**src/rtl/uart_frame_tx.sv**
```systemverilog
`default_nettype none
// ============================================================================
// Module   : uart_frame_tx
// Purpose  : Periodic / on-demand 8N1 UART framer: [header] payload [checksum]
// Revision : 1.0
// ============================================================================
module uart_frame_tx #(
  parameter int         CLK_FREQ      = 100_000_000,
  parameter int         UART_BPS      = 115200,
  parameter int         NBYTES        = 8,
  parameter int         PERIOD_CYCLES = 10_000_000,
  parameter int         HDR_EN        = 1,
  parameter logic [7:0] HDR_BYTE      = 8'hA5,
  parameter int         CSUM_EN       = 1
) (
  input  logic                sys_clk,
  input  logic                sys_rst_n,
  input  logic                auto_en,
  input  logic                trig,
  input  logic [8*NBYTES-1:0] din,
  output logic                busy,
  output logic                frame_done,
  output logic [7:0]          drop_cnt,
  output logic                uart_txd
);

  localparam int c_baud_div = CLK_FREQ / UART_BPS;
  localparam int c_bw       = (c_baud_div > 1) ? $clog2(c_baud_div) : 1;
  localparam int c_pw       = (PERIOD_CYCLES > 1) ? $clog2(PERIOD_CYCLES) : 1;
  localparam int c_hdr      = (HDR_EN != 0) ? 1 : 0;
  localparam int c_csum     = (CSUM_EN != 0) ? 1 : 0;
  localparam int c_total    = NBYTES + c_hdr + c_csum;

  localparam logic [c_bw-1:0] c_baud_last   = c_bw'(c_baud_div - 1);
  localparam logic [c_pw-1:0] c_period_last = c_pw'(PERIOD_CYCLES - 1);
  localparam logic [4:0]      c_last_byte   = 5'(c_total - 1);

  typedef enum logic [1:0] {
    S_IDLE  = 2'd0,
    S_START = 2'd1,
    S_DATA  = 2'd2,
    S_STOP  = 2'd3
  } state_t;

  state_t              r_state, w_state_nx;
  logic [c_bw-1:0]     r_baud_cnt, w_baud_nx;
  logic [2:0]          r_bit_idx, w_bit_nx, w_bit_inc;
  logic [4:0]          r_byte_idx, w_byte_nx;
  logic [8*NBYTES-1:0] r_data, w_data_nx;
  logic                r_pending, w_pend_nx;
  logic                r_txd, w_txd_nx;
  logic                r_frame_done, w_done_nx;
  logic [7:0]          r_drop_cnt;
  logic [c_pw-1:0]     r_period_cnt;
  logic                w_tick, w_req, w_baud_end, w_frame_end, w_launch, w_drop_inc;
  logic [7:0]          w_csum, w_cur_byte;

  // Free-running period counter; auto_en only gates the tick.
  always_ff @(posedge sys_clk or negedge sys_rst_n) begin
    if (!sys_rst_n)                       r_period_cnt <= '0;
    else if (r_period_cnt == c_period_last) r_period_cnt <= '0;
    else                                  r_period_cnt <= r_period_cnt + c_pw'(1);
  end

  assign w_tick = (r_period_cnt == c_period_last) && auto_en;
  assign w_req  = w_tick || trig;

  always_comb begin
    w_csum = 8'h00;
    for (int i = 0; i < NBYTES; i++) w_csum = w_csum + r_data[8*i +: 8];
  end

  // Byte 0 is the header when enabled; the slot after the payload is the checksum.
  always_comb begin
    w_cur_byte = w_csum;
    for (int i = 0; i < NBYTES; i++)
      if (r_byte_idx == 5'(i + c_hdr)) w_cur_byte = r_data[8*(NBYTES-1-i) +: 8];
    if (c_hdr != 0 && r_byte_idx == 5'd0) w_cur_byte = HDR_BYTE;
  end

  assign w_bit_inc   = r_bit_idx + 3'd1;
  assign w_baud_end  = (r_baud_cnt == c_baud_last);
  assign w_frame_end = (r_state == S_STOP) && w_baud_end && (r_byte_idx == c_last_byte);

  always_comb begin
    w_state_nx = r_state;
    w_baud_nx  = r_baud_cnt;
    w_bit_nx   = r_bit_idx;
    w_byte_nx  = r_byte_idx;
    w_data_nx  = r_data;
    w_pend_nx  = r_pending;
    w_txd_nx   = r_txd;
    w_done_nx  = 1'b0;
    w_launch   = 1'b0;
    w_drop_inc = 1'b0;

    case (r_state)
      S_IDLE: w_launch = w_req;
      S_START: begin
        if (w_baud_end) begin
          w_state_nx = S_DATA;
          w_baud_nx  = '0;
          w_bit_nx   = 3'd0;
          w_txd_nx   = w_cur_byte[0];
        end else begin
          w_baud_nx = r_baud_cnt + c_bw'(1);
        end
      end
      S_DATA: begin
        if (w_baud_end) begin
          w_baud_nx = '0;
          if (r_bit_idx == 3'd7) begin
            w_state_nx = S_STOP;
            w_txd_nx   = 1'b1;
          end else begin
            w_bit_nx = w_bit_inc;
            w_txd_nx = w_cur_byte[w_bit_inc];
          end
        end else begin
          w_baud_nx = r_baud_cnt + c_bw'(1);
        end
      end
      S_STOP: begin
        if (w_baud_end) begin
          w_baud_nx = '0;
          if (w_frame_end) begin
            // A request landing in the final cycle acts as pending and launches at once.
            w_done_nx  = 1'b1;
            w_state_nx = S_IDLE;
            w_txd_nx   = 1'b1;
            w_launch   = r_pending | w_req;
            w_drop_inc = r_pending & w_req;
          end else begin
            w_byte_nx  = r_byte_idx + 5'd1;
            w_state_nx = S_START;
            w_txd_nx   = 1'b0;
          end
        end else begin
          w_baud_nx = r_baud_cnt + c_bw'(1);
        end
      end
      default: w_state_nx = S_IDLE;
    endcase

    if (r_state != S_IDLE && !w_frame_end && w_req) begin
      if (r_pending) w_drop_inc = 1'b1;
      else           w_pend_nx  = 1'b1;
    end

    if (w_launch) begin
      w_state_nx = S_START;
      w_baud_nx  = '0;
      w_bit_nx   = 3'd0;
      w_byte_nx  = 5'd0;
      w_data_nx  = din;
      w_txd_nx   = 1'b0;
      w_pend_nx  = 1'b0;
    end
  end

  always_ff @(posedge sys_clk or negedge sys_rst_n) begin
    if (!sys_rst_n) begin
      r_state      <= S_IDLE;
      r_baud_cnt   <= '0;
      r_bit_idx    <= 3'd0;
      r_byte_idx   <= 5'd0;
      r_data       <= '0;
      r_pending    <= 1'b0;
      r_txd        <= 1'b1;
      r_frame_done <= 1'b0;
      r_drop_cnt   <= 8'd0;
    end else begin
      r_state      <= w_state_nx;
      r_baud_cnt   <= w_baud_nx;
      r_bit_idx    <= w_bit_nx;
      r_byte_idx   <= w_byte_nx;
      r_data       <= w_data_nx;
      r_pending    <= w_pend_nx;
      r_txd        <= w_txd_nx;
      r_frame_done <= w_done_nx;
      if (w_drop_inc && r_drop_cnt != 8'hFF) r_drop_cnt <= r_drop_cnt + 8'd1;
    end
  end

  assign busy       = (r_state != S_IDLE);
  assign frame_done = r_frame_done;
  assign drop_cnt   = r_drop_cnt;
  assign uart_txd   = r_txd;

endmodule
`default_nettype wire

```
**config.mk**
```make
export PLATFORM = sky130hd
export DESIGN_NAME = uart_frame_tx
export DESIGN_NICKNAME = d
export VERILOG_FILES = /design/src/rtl/uart_frame_tx.sv
export SDC_FILE = /design/constraint.sdc
export NUM_CORES = 1
export LEC_CHECK = 0
export ABC_AREA = 1
export ABC_CLOCK_PERIOD_IN_PS = 6150
export CORE_ASPECT_RATIO = 1.75
export CORE_UTILIZATION = 30
export CTS_CLUSTER_SIZE = 40
export DETAILED_ROUTE_END_ITERATION = 8
export PLACE_DENSITY = 0.58
export SYNTH_ARGS = -nofsm -noshare
export SYNTH_HDL_FRONTEND = slang
export SYNTH_SLANG_ARGS = --single-unit
```
**constraint.sdc**
```tcl
create_clock -name sys_clk -period 6.15 [get_ports sys_clk]
set_clock_uncertainty 0.2 [all_clocks]
set_input_delay 0.615 -clock sys_clk [delete_from_list [all_inputs] [get_ports sys_clk]]
set_output_delay 0.615 -clock sys_clk [all_outputs]
set_load 0.01 [all_outputs]
```
* Yosys cells after proc, flatten, opt, wreduce, memory -nomap -nowiden
Cells that the tools add are included.
Storage, ports and cells: flip-flop bits (word level) 119, output and inout bits 11
Cells by class: $add $sub $neg 12, order comparisons 1, eq/ne operators 22, mux-type cells 50, bitwise gates (word level) 2, reduce and logical (&&, ||, !) cells 22
Operators by type and width (count):
- two-way mux 8 bit | 9
- adder 8 bit | 7
- two-way mux 10 bit | 3
- adder 24 x 1 -> 24 bit, second input constant | 1
- == test 24 bit, second input constant | 1
- two-way mux 24 bit | 1
- == test 5 x 3 -> 1 bit, second input constant | 4
- two-way mux 5 bit | 4
- two-way mux 1 bit | 19
- != test 3 bit, second input constant | 5
- two-way mux 3 bit | 4
- adder 10 x 1 -> 10 bit, second input constant | 1
- == test 10 bit, second input constant | 1
- == test 5 x 2 -> 1 bit, second input constant | 2
- == test 5 x 4 -> 1 bit, second input constant | 2
- two-way mux 2 bit | 5
- nonzero test 2 bit | 5
- adder 8 x 1 -> 8 bit, second input constant | 1
- != test 8 bit, second input constant | 1
- AND reduction 4 bit | 2
- logical AND 1 bit | 6
- one-hot mux 2 bit (3 select lines) | 1
- one-hot mux 3 bit (2 select lines) | 1
- adder 5 x 1 -> 5 bit, second input constant | 1
- other kinds (21) | 22

* Logic depth before layout (Yosys ltp)
depth after elaboration 22, depth in mapped cells 35, mapped depth without buffers 35

* Least setup slack after synthesis
Ideal clock, no wire load.
kind flip-flop to flip-flop, start point register r_data[2], end point register r_txd (netlist: uart_txd), library setup time 0.075 ns, arrival time 4.373 ns, slack 1.502 ns, cell stages (with the launch flop) 28, period minus slack after synthesis 4.648 ns, path through dfrtp_1 -> inv_1 -> fa_1 -> inv_1 -> fa_1 -> fa_1 -> inv_1 -> fa_1 -> inv_1 -> ha_1 -> fa_1 -> xor2_1 -> nand2_1 -> o21ai_0 -> nor2_1 -> o22ai_1 -> o21ai_0 -> nor2_1 -> o21bai_1 -> nand2_1 -> a21oi_1 -> a21oi_1 -> nand2_1 -> nand2_1 -> nand2_1 -> nand2_1 -> nand2_1 -> nand2_1
Between the ends: word-level cells in the longest chain between the ends 22
RTL lines:
- from (decl) | line 49 | logic [8*NBYTES-1:0] r_data, w_data_nx;
- from (signal assigned) | line 177 | r_data <= w_data_nx;
- adder 8 bit (7 in a row) | line 70 | for (int i = 0; i < NBYTES; i++) w_csum = w_csum + r_data[8*i +: 8];
- two-way mux 8 bit (7 in a row) | line 77 | if (r_byte_idx == 5'(i + c_hdr)) w_cur_byte = r_data[8*(NBYTES-1-i) +: 8];
- two-way mux 8 bit * | line 77
- two-way mux 8 bit * | line 78 | if (c_hdr != 0 && r_byte_idx == 5'd0) w_cur_byte = HDR_BYTE;
- binary-select mux 1 bit (select 3 bit) * | line 117 | w_txd_nx = w_cur_byte[w_bit_inc];
- two-way mux 1 bit (implied by the code) * | line 117
- two-way mux 1 bit * | line 112 | if (r_bit_idx == 3'd7) begin
- two-way mux 1 bit * | line 110 | if (w_baud_end) begin
- one-hot mux 1 bit (3 select lines) * | line 97 | case (r_state)
- two-way mux 1 bit * | line 150 | if (w_launch) begin
- to (signal assigned) | line 179 | r_txd <= w_txd_nx;
- to (decl) | line 51 | logic r_txd, w_txd_nx;
Mark *: on every way between the ends. The rest lies on a longest branch, timed or not. The select of a mux whose other input is x is not followed. A chain may end at the register's enable or synchronous reset.

* Worst setup path after layout
Ends and elaborated chain as after synthesis.

==> out/results.tsv <==
metric	value	unit
arrival time worst endpoint	5190	ps
maxcap violations	0	
Post-layout nets	1188	
clock slew at reported path FFs	60	ps
# rows	77	
slew margin rel.	37.7	%
register area share after synthesis	38.8	%
TritonCTS Buffers	17	
most common cell in the netlist	nand2_1	
CP Capture Type	flop	
I/O Buffers	78	
Pleak	0.00477	uW
Final Hold Vio Count	0	
final period utilization	81.7	%
Ports	79	
clock share of power	52.1	%
CP top delay family	adder cells	
Tightest Pin Transition	935	ps
via/cell ratio	4.58	
ys async rst share	100	%
layout cells sized above 1	8.04	%
Cells after Synth	979	
CTS tree	built	
reg2reg setup slack	1120	ps
Synth top area share	38.5	%
Mean Syn Cell Area	7.84	um^2
Hold Crit Class	input port to asynchronous set/reset pin	
synth cell count leaders	nand2_1, inv_1, dfrtp_1, o21ai_0, nand3_1	
Worst EP required	6320	ps
post-synth cell types	46	
Initial Util	30.4	%
WP buf/inv	4	
Internal Pwr Total	1600	uW
final setup fails	0	
Area contributors post-synth	dfrtp_1, nand2_1, fa_1, inv_1, o21ai_0	
worst-skew pair later-pin latency	440	ps
Setup crit start kind	flop	
Placer Congestion	0.832	
critical path class	flop to flop	
EDFF count, synth	0	
die area	26300	um^2
RSZ-0062 raised after global routing	false	
Max VDD drop	193	uV
CTS sink count	119	
combinational share of power	7.3	%
min Tclk post-route	5030	ps
Syn Std Cell Area	7680	um^2
Die H	214	um
setup_tns	0	ps
ant diodes	0	
Synth Net Count	1109	
status	completed	
Setup Buffers After CTS	0	
Syn. warnings	0	
GRT Total Usage	16.1	%
largest net degree at the start of global routing	72	
Final Cell Area	9410	um^2
DRT Wirelength	19400	um
Wirelength per Cell	14.0	um
global-route wire length before repair	31900	um
Layout area overhead	22.6	%
Synth Register Bits	119	
Remaining DRCs	0	
Sw Pwr	446	uW
post-synth top area cell	dfrtp_1	
antenna viol nets, final	0	
max-slew violation count	0	
antenna violations before repair	0	
Fill cells	2693	
overflow left after global routing	0	
cell area after placement	8790	um^2
root buf cell	clkbuf_16	
utilization after layout	37.3	%
vias in the first global route	6376	
setup ws final	1120	ps
CTS H-tree depth	4	
CP peak stage delay	550	ps
Crit-path slowest cell	fa_1	
Die Wd	123	um
pwr dens	218	nW/um^2
initial DRC count	272	
Post-CTS Hold Buffers	0	
CP dominant cell by count	nand2_1	
Worst Path Max Fanout	2	
fmax	199	MHz
Primary FF master, synth	dfrtp_1	
core area	25200	um^2
First-pass DRT Iterations	5	
switching share of total power	21.8	%
Seq pwr share	40.6	%
Max clock buf depth	2	
post_cts resized	0	
via count	6341	
post-place setup slack	1170	ps
hpwl dp	14700	um
[cells by family after synthesis]
group | after synthesis | synth area share, %
and+or+nand+nor | 434 | 24.9
xor gates and xnor gates | 17 | 1.94
AOI/OAI and AO/OA | 133 | 9.50
adders and majority gates | 62 | 13.9
DFF | 119 | 38.8
buffers and inverters | 213 | 10.8
muxes | 1 | 0.147
[final cells by class]
class                      count  area, um^2  area share [%]
clock buffer                  23         478            5.08
clock inverter                 8         145            1.54
inverter                     192         748            7.95
multi-input combinational    647        3870            41.1
sequential                   119        2980            31.6
tap                          316         395            4.20
timing repair buffer          81         801            8.51
[layer usage]
layer  routed length, um  GRT usage, %  up-vias
met5                   0             0        -
li1                    -             -     3198
met3                 645          3.14       36
met1                7920          18.2     2984
met2               10100          28.2      123
met4                 662          8.79        0
[power by group through the flow]
stage / Combinational, uW / Sequential (uW) / Clock (uW)
after global routing: 165 / 836 / 1120
after detailed placement: 153 / 846 / 0
after CTS: 154 / 832 / 1090
after global placement: 151 / 846 / 0
after floorplan: 33.0 / 849 / 0
final: 150 / 830 / 1070
[flip-flops by register name (all words and copies together) (netlist names)]
register / cells
uart_txd: 1
r_data: 64
r_byte_idx: 5
frame_done: 1
r_baud_cnt: 10
r_pending: 1
r_state: 2
drop_cnt: 8
r_period_cnt: 24
r_bit_idx: 3
[path summary, 6_finish.rpt]
check / cells past startpoint / startpoint / to
max reg2reg: 27 / r_data[2] / uart_txd
min: 1 / sys_rst_n / r_data[13]
min in group sys_clk: 1 / drop_cnt[6] / drop_cnt[6]
min reg2reg: 1 / drop_cnt[6] / drop_cnt[6]
max: 27 / r_data[2] / uart_txd
max in group asynchronous: 2 / sys_rst_n / r_period_cnt[16]
[layout by cell type, fill, tap and decap left out, types with 2 or more instances in the layout]
cell type and instances:
xnor2_1 5, o21ai_1 5, nor3_1 11, nor4_1 6, ha_1 23, xor2_1 12, dfrtp_1 118, o21ai_2 2
clkbuf_16 17, inv_1 169, nor2_4 5, nor2_1 40, a211oi_1 2, nand2_1 287, bufinv_16 4, nand4_1 11
clkdlybuf4s50_1 77, bufinv_8 2, buf_4 4, o21ai_0 75, clkinvlp_4 2, inv_2 20, or2_2 8, nand3_1 50
fa_1 39, o21bai_1 4, clkbuf_1 3, a31oi_1 3, a21oi_1 28, clkbuf_8 3, nand3_2 2, clkinv_2 2
o31ai_1 4, o211ai_1 5, nor2_2 5
[through the flow]
stage	total power (uW)	hold WS, ps	std cells
after floorplan	882	119	979
after global placement	997	278	1355
after detailed placement	999	285	1355
after CTS	2080	12.9	1386
after global routing	2120	53.0	1386
final	2050	4.29	1386
Power figures use the tool's default switching activity.
